**config.mk**
```make
export PLATFORM = sky130hd
export DESIGN_NAME = traffic_phase_ctrl_flat
export DESIGN_NICKNAME = d
export VERILOG_FILES = /design/src/rtl/traffic_phase_ctrl_pkg.sv /design/src/rtl/traffic_phase_ctrl_if.sv /design/src/rtl/traffic_phase_ctrl_phase_dur_lut.sv /design/src/rtl/traffic_phase_ctrl.sv /design/src/flat_wrapper.sv
export SDC_FILE = /design/constraint.sdc
export NUM_CORES = 1
export LEC_CHECK = 0
export ABC_CLOCK_PERIOD_IN_PS = 2830
export BUFFER_PORTS_ARGS = -buffer_cell sky130_fd_sc_hd__buf_2
export CORE_AREA = 2 2 39 41
export CTS_BUF_LIST = sky130_fd_sc_hd__clkbuf_16
export CTS_CLUSTER_DIAMETER = 40
export DETAILED_ROUTE_END_ITERATION = 8
export DIE_AREA = 0 0 41 43
export GPL_TIMING_DRIVEN = 0
export PLACE_DENSITY_LB_ADDON = 0.25
export SYNTH_ARGS = -nofsm -noshare
export SYNTH_HDL_FRONTEND = slang
export SYNTH_SLANG_ARGS = --single-unit
```
**constraint.sdc**
```tcl
create_clock -name clk -period 2.83 [get_ports clk]
set_input_delay 0.1415 -clock clk [delete_from_list [all_inputs] [get_ports clk]]
set_output_delay 0.1415 -clock clk [all_outputs]
set_load 0.005 [all_outputs]
```
**src/rtl/traffic_phase_ctrl_pkg.sv**
```systemverilog
// Shared types and helpers for the traffic phase sequencer: phase codes, lamp patterns,
// 2-digit BCD durations and the fixed phase order.
package traffic_phase_ctrl_pkg;

  typedef enum logic [2:0] {
    PhInit  = 3'd0,
    PhNsG   = 3'd1,
    PhNsY   = 3'd2,
    PhAr1   = 3'd3,
    PhEwG   = 3'd4,
    PhEwY   = 3'd5,
    PhAr2   = 3'd6,
    PhFlash = 3'd7
  } phase_t;

  // {ten, unit}
  typedef logic [7:0] bcd2_t;

  localparam logic [2:0] LAMP_RED = 3'b100;
  localparam logic [2:0] LAMP_YEL = 3'b010;
  localparam logic [2:0] LAMP_GRN = 3'b001;
  localparam logic [2:0] LAMP_OFF = 3'b000;

  localparam bcd2_t DEF_DUR_NS_G = 8'h25;
  localparam bcd2_t DEF_DUR_EW_G = 8'h20;
  localparam bcd2_t DEF_DUR_Y    = 8'h03;
  localparam bcd2_t DEF_DUR_AR   = 8'h02;

  function automatic logic bcd2_ok(bcd2_t v);
    return (v[7:4] <= 4'd9) && (v[3:0] <= 4'd9);
  endfunction

  // A zero load would never reach the done value, so it is treated as one tick.
  function automatic bcd2_t bcd2_clamp(bcd2_t v);
    return (v == 8'h00) ? 8'h01 : v;
  endfunction

  function automatic phase_t phase_next(phase_t p);
    phase_t n;
    case (p)
      PhInit:  n = PhNsG;
      PhNsG:   n = PhNsY;
      PhNsY:   n = PhAr1;
      PhAr1:   n = PhEwG;
      PhEwG:   n = PhEwY;
      PhEwY:   n = PhAr2;
      PhAr2:   n = PhNsG;
      default: n = PhInit;
    endcase
    return n;
  endfunction

  // Returns {ns_lamp, ew_lamp}; at most one road is ever non-red.
  function automatic logic [5:0] phase_lamps(phase_t p);
    logic [5:0] l;
    case (p)
      PhNsG:   l = {LAMP_GRN, LAMP_RED};
      PhNsY:   l = {LAMP_YEL, LAMP_RED};
      PhEwG:   l = {LAMP_RED, LAMP_GRN};
      PhEwY:   l = {LAMP_RED, LAMP_YEL};
      default: l = {LAMP_RED, LAMP_RED};
    endcase
    return l;
  endfunction

endpackage

```
**src/rtl/traffic_phase_ctrl_if.sv**
```systemverilog
// Signal bundle between the phase sequencer and its time base, countdown stage and lamp drivers.
interface traffic_phase_ctrl_if;
  logic       tick;
  logic       run;
  logic       cnt_done;
  logic       night;
  logic       cnt_en;
  logic       cnt_rst_n;
  logic [3:0] val_ten;
  logic [3:0] val_unit;
  logic [2:0] ns_lamp;
  logic [2:0] ew_lamp;
  logic [2:0] phase;

  modport master (
    input  tick, run, cnt_done, night,
    output cnt_en, cnt_rst_n, val_ten, val_unit, ns_lamp, ew_lamp, phase
  );

  modport slave (
    output tick, run, cnt_done, night,
    input  cnt_en, cnt_rst_n, val_ten, val_unit, ns_lamp, ew_lamp, phase
  );
endinterface

```
**src/rtl/traffic_phase_ctrl_phase_dur_lut.sv**
```systemverilog
// Load value for the countdown: duration of the phase entered at the next advance,
// with a zero duration clamped to one tick.
module phase_dur_lut
  import traffic_phase_ctrl_pkg::*;
#(
  parameter bcd2_t DUR_NS_G = DEF_DUR_NS_G,
  parameter bcd2_t DUR_EW_G = DEF_DUR_EW_G,
  parameter bcd2_t DUR_Y    = DEF_DUR_Y,
  parameter bcd2_t DUR_AR   = DEF_DUR_AR
) (
  input  phase_t phase,
  output bcd2_t  dur
);

  always_comb begin
    dur = bcd2_clamp(DUR_NS_G);
    case (phase)
      PhNsG, PhEwG: dur = bcd2_clamp(DUR_Y);
      PhNsY, PhEwY: dur = bcd2_clamp(DUR_AR);
      PhAr1:        dur = bcd2_clamp(DUR_EW_G);
      default:      dur = bcd2_clamp(DUR_NS_G);
    endcase
  end

endmodule

```
**src/rtl/traffic_phase_ctrl.sv**
```systemverilog
// Two-road phase sequencer driving lamps and the downstream BCD countdown.
// Define NIGHT_FLASH_EN to enable the night flashing-yellow mode.
module traffic_phase_ctrl
  import traffic_phase_ctrl_pkg::*;
#(
  parameter bcd2_t DUR_NS_G = DEF_DUR_NS_G,
  parameter bcd2_t DUR_EW_G = DEF_DUR_EW_G,
  parameter bcd2_t DUR_Y    = DEF_DUR_Y,
  parameter bcd2_t DUR_AR   = DEF_DUR_AR
) (
  input logic                 clk,
  input logic                 reset_n,
  traffic_phase_ctrl_if.master bus
);

  if (!(bcd2_ok(DUR_NS_G) && bcd2_ok(DUR_EW_G) && bcd2_ok(DUR_Y) && bcd2_ok(DUR_AR)))
  begin : g_dur_bad
    $error("traffic_phase_ctrl: duration parameter has a BCD digit above 9");
  end

  phase_t     state_q, state_d;
  logic [2:0] ns_q, ns_d;
  logic [2:0] ew_q, ew_d;
  logic       rst_q, rst_d;
  logic       adv;
  bcd2_t      dur;

`ifdef NIGHT_FLASH_EN
  logic yel_q, yel_d;
`else
  logic unused_night;
  assign unused_night = bus.night;
`endif

  phase_dur_lut #(
    .DUR_NS_G (DUR_NS_G),
    .DUR_EW_G (DUR_EW_G),
    .DUR_Y    (DUR_Y),
    .DUR_AR   (DUR_AR)
  ) u_lut (
    .phase (state_q),
    .dur   (dur)
  );

  assign bus.cnt_en = bus.tick & bus.run & (state_q != PhFlash);
  // INIT leaves on the first enabled tick: the counter is blank and loads on this same edge.
  assign adv = bus.cnt_en & ((state_q == PhInit) | bus.cnt_done);

  always_comb begin
    state_d = state_q;
    rst_d   = 1'b1;
`ifdef NIGHT_FLASH_EN
    yel_d   = yel_q;
`endif
    if (adv) begin
      state_d = phase_next(state_q);
    end
`ifdef NIGHT_FLASH_EN
    if (bus.tick && bus.night) begin
      state_d = PhFlash;
      yel_d   = (state_q == PhFlash) ? ~yel_q : 1'b1;
    end else if (bus.tick && (state_q == PhFlash)) begin
      state_d = PhInit;
      rst_d   = 1'b0;
    end
`endif
    {ns_d, ew_d} = phase_lamps(state_d);
`ifdef NIGHT_FLASH_EN
    if (state_d == PhFlash) begin
      ns_d = yel_d ? LAMP_YEL : LAMP_OFF;
      ew_d = yel_d ? LAMP_YEL : LAMP_OFF;
    end
`endif
  end

  always_ff @(posedge clk or negedge reset_n) begin
    if (!reset_n) begin
      state_q <= PhInit;
      ns_q    <= LAMP_RED;
      ew_q    <= LAMP_RED;
      rst_q   <= 1'b0;
`ifdef NIGHT_FLASH_EN
      yel_q   <= 1'b0;
`endif
    end else begin
      state_q <= state_d;
      ns_q    <= ns_d;
      ew_q    <= ew_d;
      rst_q   <= rst_d;
`ifdef NIGHT_FLASH_EN
      yel_q   <= yel_d;
`endif
    end
  end

  assign bus.cnt_rst_n = rst_q;
  assign bus.ns_lamp   = ns_q;
  assign bus.ew_lamp   = ew_q;
  assign bus.phase     = state_q;
  assign bus.val_ten   = dur[7:4];
  assign bus.val_unit  = dur[3:0];

endmodule

```
**src/flat_wrapper.sv**
```systemverilog
// flat-port wrapper written by rule: the top's interface ports become plain ports
module traffic_phase_ctrl_flat import traffic_phase_ctrl_pkg::*;
#(
  parameter bcd2_t DUR_NS_G = DEF_DUR_NS_G,
  parameter bcd2_t DUR_EW_G = DEF_DUR_EW_G,
  parameter bcd2_t DUR_Y    = DEF_DUR_Y,
  parameter bcd2_t DUR_AR   = DEF_DUR_AR
)
  (clk, reset_n, bus_tick, bus_run, bus_cnt_done, bus_night, bus_cnt_en, bus_cnt_rst_n, bus_val_ten, bus_val_unit, bus_ns_lamp, bus_ew_lamp, bus_phase);
  traffic_phase_ctrl_if bus_i ();
  input logic clk;
  input logic reset_n;
  input wire logic [$bits(bus_i.tick)-1:0] bus_tick;
  input wire logic [$bits(bus_i.run)-1:0] bus_run;
  input wire logic [$bits(bus_i.cnt_done)-1:0] bus_cnt_done;
  input wire logic [$bits(bus_i.night)-1:0] bus_night;
  output wire logic [$bits(bus_i.cnt_en)-1:0] bus_cnt_en;
  output wire logic [$bits(bus_i.cnt_rst_n)-1:0] bus_cnt_rst_n;
  output wire logic [$bits(bus_i.val_ten)-1:0] bus_val_ten;
  output wire logic [$bits(bus_i.val_unit)-1:0] bus_val_unit;
  output wire logic [$bits(bus_i.ns_lamp)-1:0] bus_ns_lamp;
  output wire logic [$bits(bus_i.ew_lamp)-1:0] bus_ew_lamp;
  output wire logic [$bits(bus_i.phase)-1:0] bus_phase;
  assign bus_i.tick = bus_tick;
  assign bus_i.run = bus_run;
  assign bus_i.cnt_done = bus_cnt_done;
  assign bus_i.night = bus_night;
  assign bus_cnt_en = bus_i.cnt_en;
  assign bus_cnt_rst_n = bus_i.cnt_rst_n;
  assign bus_val_ten = bus_i.val_ten;
  assign bus_val_unit = bus_i.val_unit;
  assign bus_ns_lamp = bus_i.ns_lamp;
  assign bus_ew_lamp = bus_i.ew_lamp;
  assign bus_phase = bus_i.phase;
  traffic_phase_ctrl #(.DUR_NS_G(DUR_NS_G), .DUR_EW_G(DUR_EW_G), .DUR_Y(DUR_Y), .DUR_AR(DUR_AR)) u_core (.clk(clk), .reset_n(reset_n), .bus(bus_i));
endmodule
```
==> results of run 1 <==
-- kinds of logic after synthesis --
family,count (synthesis)
buffers and inverters,10
other,2
xor gates and xnor gates,1
AOI/OAI and AO/OA,13
and+or+nand+nor,25
DFF,10
-- synth_stat cells, drive strengths merged, types with 3 or more instances --
cell	count
a21oi	4
buf	8
dfrtp	8
nand2	7
nor2	6
nor3	3
o21ai	4
-- sequential cells by signal (all words and copies together), names as in the netlist --
name                  cells
u_core.bus.cnt_rst_n      1
u_core.bus.ew_lamp        3
u_core.bus.ns_lamp        3
u_core.bus.phase          3
-- path summary, 6_finish.rpt --
path	to	cells after the start
max in group asynchronous	u_core.bus.ns_lamp[2]	2
setup reg to reg	u_core.bus.ns_lamp[0]	3
min in group clk	u_core.bus.phase[0]	3
setup / recovery	bus_val_unit[1]	4
hold / removal	u_core.bus.ew_lamp[0]	2
hold reg to reg	u_core.bus.ew_lamp[1]	2
-- metal layers --
layer | vias up | share of wire [%] | track usage, %
met5 | - | 0 | 0
met4 | 0 | 1.8 | 12.0
met3 | 2 | 5.9 | 7.85
met2 | 15 | 49 | 20.6
met1 | 215 | 43 | 17.7
li1 | 250 | - | -
-- metrics by stage --
| step | setup WS (ps) | instances |
|---|---|---|
| 2_1_floorplan | 1760 | 64 |
| 3_3_place_gp | 1660 | 99 |
| 3_5_place_dp | 1650 | 99 |
| 4_1_cts | 1390 | 104 |
| 5_1_grt | 1330 | 104 |
| 6_report | 1390 | 104 |
-- power groups by stage --
| stage | sequential, mW | clock, mW | combinational, mW |
|---|---|---|---|
| finish | 0.247 | 0.247 | 0.381 |
| global route | 0.257 | 0.258 | 0.433 |
| CTS | 0.247 | 0.253 | 0.384 |
| detailed placement | 0.248 | 0 | 0.382 |
| global placement | 0.248 | 0 | 0.376 |
| floorplan | 0.253 | 0 | 0.235 |
-- layout make-up --
class	count	share of cell area (%)
clock buffer	3	9.72
timing repair buffer	20	13.6
buffer	8	7.13
multi-input combinational	44	32.7
clock inverter	1	0.486
sequential	10	32.7
inverter	2	0.972
tap	16	2.59
-- what timing repair did --
item,in CTS,in global routing
hold buffers,1,0
endpoints found under the setup margin,0,0
endpoints found under the hold margin,8,0
==> run metrics, run 1 <==
run status finished, final reports clean; RR Startpoint u_core.bus.phase[0]; Min Clock Period, post-route 1440 ps; share of the synthesized area in the top cell type 36.0%; number of setup buffers added after CTS 0; level count of the clock H-tree 1; final net count 95; cell type with the highest aggregate area in the netlist sky130_fd_sc_hd__dfrtp_1; Buf/Inv on CP 2; Final ANT Viol Nets 0; part of the total power dissipated in sequential elements 28.2%; worst supply voltage drop on vdd 0.000508 V; via count of the routed design 482; placed wire-length estimate 830 um; total gr overflow 0; clock-pin slew of the registers on the worst-case setup and hold paths 40 ps; via/cell ratio 4.63; WP data arrival 1300 ps; launching element of the worst setup path u_core.bus.phase[2]; number of rows created at floorplan 14; effective utilization at floorplan 40.2%; die width 41 um; Port Buffers 19; number of hold violations in the final report 0; number of sinks on the clock net 10; layout cell share with drive strength beyond 1 43.2%; GRT Resource Usage Total 15.5%; number of diodes added for antenna fixing 0; clk_lat worst skew 230 ps; via count of the first global-routing pass 405; setup repair after global routing missed its margin no; final instance area 772 um^2; crit start category register; setup slack, reg-to-reg 1710 ps; Pwr Density 1130 nW/um^2; maximum fanout along the worst path 5; leading cell types by total area after synthesis sky130_fd_sc_hd__dfrtp_1, sky130_fd_sc_hd__dfstp_2, sky130_fd_sc_hd__buf_4; switching power of the nets 0.302 mW; cell count after synthesis 61; kind of capture point of the worst setup path output pin; count of maximum capacitance violations 0; growth of design area from synthesis to finish 38.7%; Tot Pwr 0.875 mW; number of buffers created by CTS 3; Post-Syn Area 557 um^2; final-layout setup total negative slack 0 ps; cell-by-cell trace of the critical path or3_1, nand2_1, inv_1, buf_2; portion of the post-synthesis area used by sequential elements 45.4%; Crit path required time 2690 ps; Die Area 1760 um^2; max-slew violation count 0; CTS tree yes; post-route fraction of the period consumed by the critical path 50.8%; first-pass detailed-route iteration total 4; worst-case clock skew 3.93 ps; total number of yosys warnings 0; global-route wire length before repair 1.71 mm; slowest CP cell sky130_fd_sc_hd__dfrtp_1; area of the multi-input gates 253 um^2; Iter 0 DRT Violations 6; flip-flop cell with the highest count after synthesis sky130_fd_sc_hd__dfrtp_1; fraction of registers with async set or reset after synthesis 100%; proportion of power drawn by the clock network 28.2%; remaining design rule violation count 0; placed cell areas 683 um^2; Worst Setup Path Type reg -> out; Post-Synth Adder-Cell Area 0%; Switching Share 34.5%; number of primary I/O pins 25; synthesized-area fraction occupied by xor and xnor cells 1.57%; core utilization of the finished layout 55.8%; most common cell after layout, fill and taps aside sky130_fd_sc_hd__buf_2; antenna violations before repair 0; floorplan die height 43 um; maximum number of pins on one net before global-route repair 11; final routed wire length divided by cell count 11.0 um; Post-synth EDFFs 0; part of the total power dissipated in combinational logic 43.6%; delay contributed by the slowest stage of the critical path 410 ps; internal power 0.573 mW; cts repair resizes 0; filler cell count 130; upper clock frequency limit 695 MHz; WL final 1.15 mm; cell at the root of the clock tree sky130_fd_sc_hd__clkbuf_16; number of library cell types mapped by synthesis 26; final RePlAce weighted congestion 0.858; area of the core region 1380 um^2; mux contribution to synthesized area 0%; dominant delay contributor by cell family on the critical path simple AND/OR/NAND/NOR gates; Leak 0.400 nW; area share of and/or/nand/nor cells after synthesis 24.3%; most frequent cells in the layout sky130_fd_sc_hd__buf_2, sky130_fd_sc_hd__dfrtp_1, sky130_fd_sc_hd__nand2_1; combinational family with the most area after synthesis simple AND/OR/NAND/NOR gates; FF+latch count, synth 10; fraction of the mapped netlist area in compound gates 16.2%; # setup viols final 0; classification of the worst-slack hold path in -> async; syn avg cell area 9.13 um^2; FF+latch area 253 um^2; Max Root-Sink Buffers 2; Hold Worst Slack 292 ps
No activity file was read; power rests on OpenSTA's default activity.
==> run 2: changes to the inputs <==
--- a/config.mk
+++ b/config.mk
@@ -5,7 +5,7 @@
 export SDC_FILE = /design/constraint.sdc
 export NUM_CORES = 1
 export LEC_CHECK = 0
-export ABC_CLOCK_PERIOD_IN_PS = 2830
+export ABC_CLOCK_PERIOD_IN_PS = 1400
 export BUFFER_PORTS_ARGS = -buffer_cell sky130_fd_sc_hd__buf_2
 export CORE_AREA = 2 2 39 41
 export CTS_BUF_LIST = sky130_fd_sc_hd__clkbuf_16
==> constraint.sdc (replaced) <==
create_clock -name clk -period 1.4 [get_ports clk]
set_input_delay 0.07 -clock clk [delete_from_list [all_inputs] [get_ports clk]]
set_output_delay 0.07 -clock clk [all_outputs]
set_load 0.005 [all_outputs]
==> run 2 against run 1 <==
  * Clock power increased by 100%
  * Combinational power increased by 110%
  * Sequential cell count unchanged
  * Largest power group unchanged
  * First-iteration DRC count decreased by 50%
  * Critical path depth unchanged
  * Non-clock buffer count unchanged
  * Critical endpoint unchanged
  * Highest routed layer unchanged
  * Hold slack got worse by 71 ps
  * Sequential share of layout area decreased by 0.31 points
==> run metrics, run 2 (synthesis gave the netlist of run 1 again) <==
run status finished, final reports clean; placed cell areas 683 um^2; worst reg2reg path depth 4; final RePlAce weighted congestion 0.858; pre-CTS setup slack 291 ps; capture instance of the worst register-to-register path u_core.bus.phase[0]; first-pass detailed-route iteration total 5; via/cell ratio 4.76; number of rows created at floorplan 14; maximum fanout along the worst path 6; GRT Resource Usage Total 15.5%; number of diodes added for antenna fixing 0; max-slew violation count 0; # setup viols final 0; growth of design area from synthesis to finish 40.7%; most frequent cells in the layout sky130_fd_sc_hd__buf_2, sky130_fd_sc_hd__dfrtp_1, sky130_fd_sc_hd__nand2_1, sky130_fd_sc_hd__buf_4, sky130_fd_sc_hd__conb_1; worst-case clock skew 3.63 ps; setup slack, reg-to-reg 290 ps; Worst Setup Path Type reg -> out; floorplan die height 43 um; Min Clock Period, post-route 1360 ps; part of the total power dissipated in sequential elements 27.8%; number of setup buffers added after CTS 0; number of primary I/O pins 25; placed wire-length estimate 830 um; Port Buffers 19; kind of capture point of the worst setup path output pin; clk_lat worst skew 240 ps; classification of the worst-slack hold path in -> async; Final ANT Viol Nets 0; core utilization of the finished layout 56.6%; met2 track utilization from global routing 20.6%; global-route wire length before repair 1.71 mm; count of maximum capacitance violations 0; WL final 1.20 mm; part of the total power dissipated in combinational logic 44.4%; clock-pin slew of the registers on the worst-case setup and hold paths 40 ps; worst supply voltage drop on vdd 0.00104 V; Crit path required time 1330 ps; die width 41 um; crit start category register; Switching Share 34.8%; post-route fraction of the period consumed by the critical path 96.9%; total gr overflow 0; maximum number of pins on one net before global-route repair 11; min setup slack post-route 42.8 ps; via count of the routed design 495; number of buffers created by CTS 3; switching power of the nets 0.632 mW; via count of the first global-routing pass 405; global-route met1 utilization 17.7%; global-route layer with the greatest usage met2; Max Root-Sink Buffers 2; Pwr Density 2320 nW/um^2; antenna violations before repair 0; filler cell count 133; upper clock frequency limit 737 MHz; internal power 1.19 mW; RR Startpoint u_core.bus.phase[2]; remaining design rule violation count 0; number of sinks on the clock net 10; Leak 0.401 nW; layout cell share with drive strength beyond 1 46.6%; final net count 95; cell at the root of the clock tree sky130_fd_sc_hd__clkbuf_16; WP data arrival 1290 ps; Die Area 1760 um^2; number of hold violations in the final report 0; Iter 0 DRT Violations 3; effective utilization at floorplan 40.2%; final instance area 783 um^2; met3 track utilization from global routing 7.85%; proportion of power drawn by the clock network 27.8%; final routed wire length divided by cell count 11.6 um; level count of the clock H-tree 1; area of the core region 1380 um^2; most common cell after layout, fill and taps aside sky130_fd_sc_hd__buf_2; CTS tree yes
==> run 2: worst max-delay path by stage <==
stage                              startpoint               endpoint  depth (start not counted)
after detailed placement  u_core.bus.phase[0]  u_core.bus.ns_lamp[0]                          3
after floorplan           u_core.bus.phase[0]  u_core.bus.ns_lamp[0]                          3
final                     u_core.bus.phase[1]        bus_val_unit[1]                          4
after CTS                 u_core.bus.phase[2]        bus_val_unit[1]                          4
after global placement    u_core.bus.phase[0]  u_core.bus.ns_lamp[0]                          3
after global routing      u_core.bus.phase[1]        bus_val_unit[1]                          4
==> run 2: worst max-delay path, stage by stage (launching register included) <==
cell and delay, ps:
sky130_fd_sc_hd__dfrtp_1 410, sky130_fd_sc_hd__or3_4 410, sky130_fd_sc_hd__nand2_2 80, sky130_fd_sc_hd__inv_1 40, sky130_fd_sc_hd__buf_2 110
==> run 2: what timing repair did <==
action                     4_1_cts  5_1_grt
hold endpoints to repair        10        0
resized for setup                0        4
setup endpoints to repair        0        1
hold buffers                     1        0
==> run 2: final cells by class <==
cell class,instances,area [um^2],share of cell area (%)
inverter,2,7.51,0.958
timing repair buffer,20,105,13.4
sequential,10,254,32.4
buffer,8,57.6,7.35
multi-input combinational,44,260,33.2
clock buffer,3,75.1,9.58
clock inverter,1,3.75,0.479
tap,16,20.0,2.56
==> run 2: layer usage <==
layer | share of wire [%] | up-vias
li1 | - | 250
met1 | 42 | 222
met2 | 49 | 18
met3 | 6.1 | 5
met4 | 3.3 | 0
met5 | 0 | -
==> run 2: power by group through the flow <==
stage	clock network [mW]	registers (mW)	logic (mW)
floorplan	0	0.511	0.474
detailed placement	0	0.501	0.773
global route	0.525	0.526	0.907
CTS	0.510	0.499	0.777
global placement	0	0.500	0.760
finish	0.505	0.505	0.807
==> run 2: stage by stage <==
step                setup TNS [ps]  total power, mW  hold slack [ps]  cells
finish                           0             1.82              222    104
global route                 -4.62             1.96              252    104
CTS                              0             1.79              231    104
detailed placement               0             1.27            -61.2     99
global placement                 0             1.26            -68.9     99
floorplan                        0            0.985             -226     64
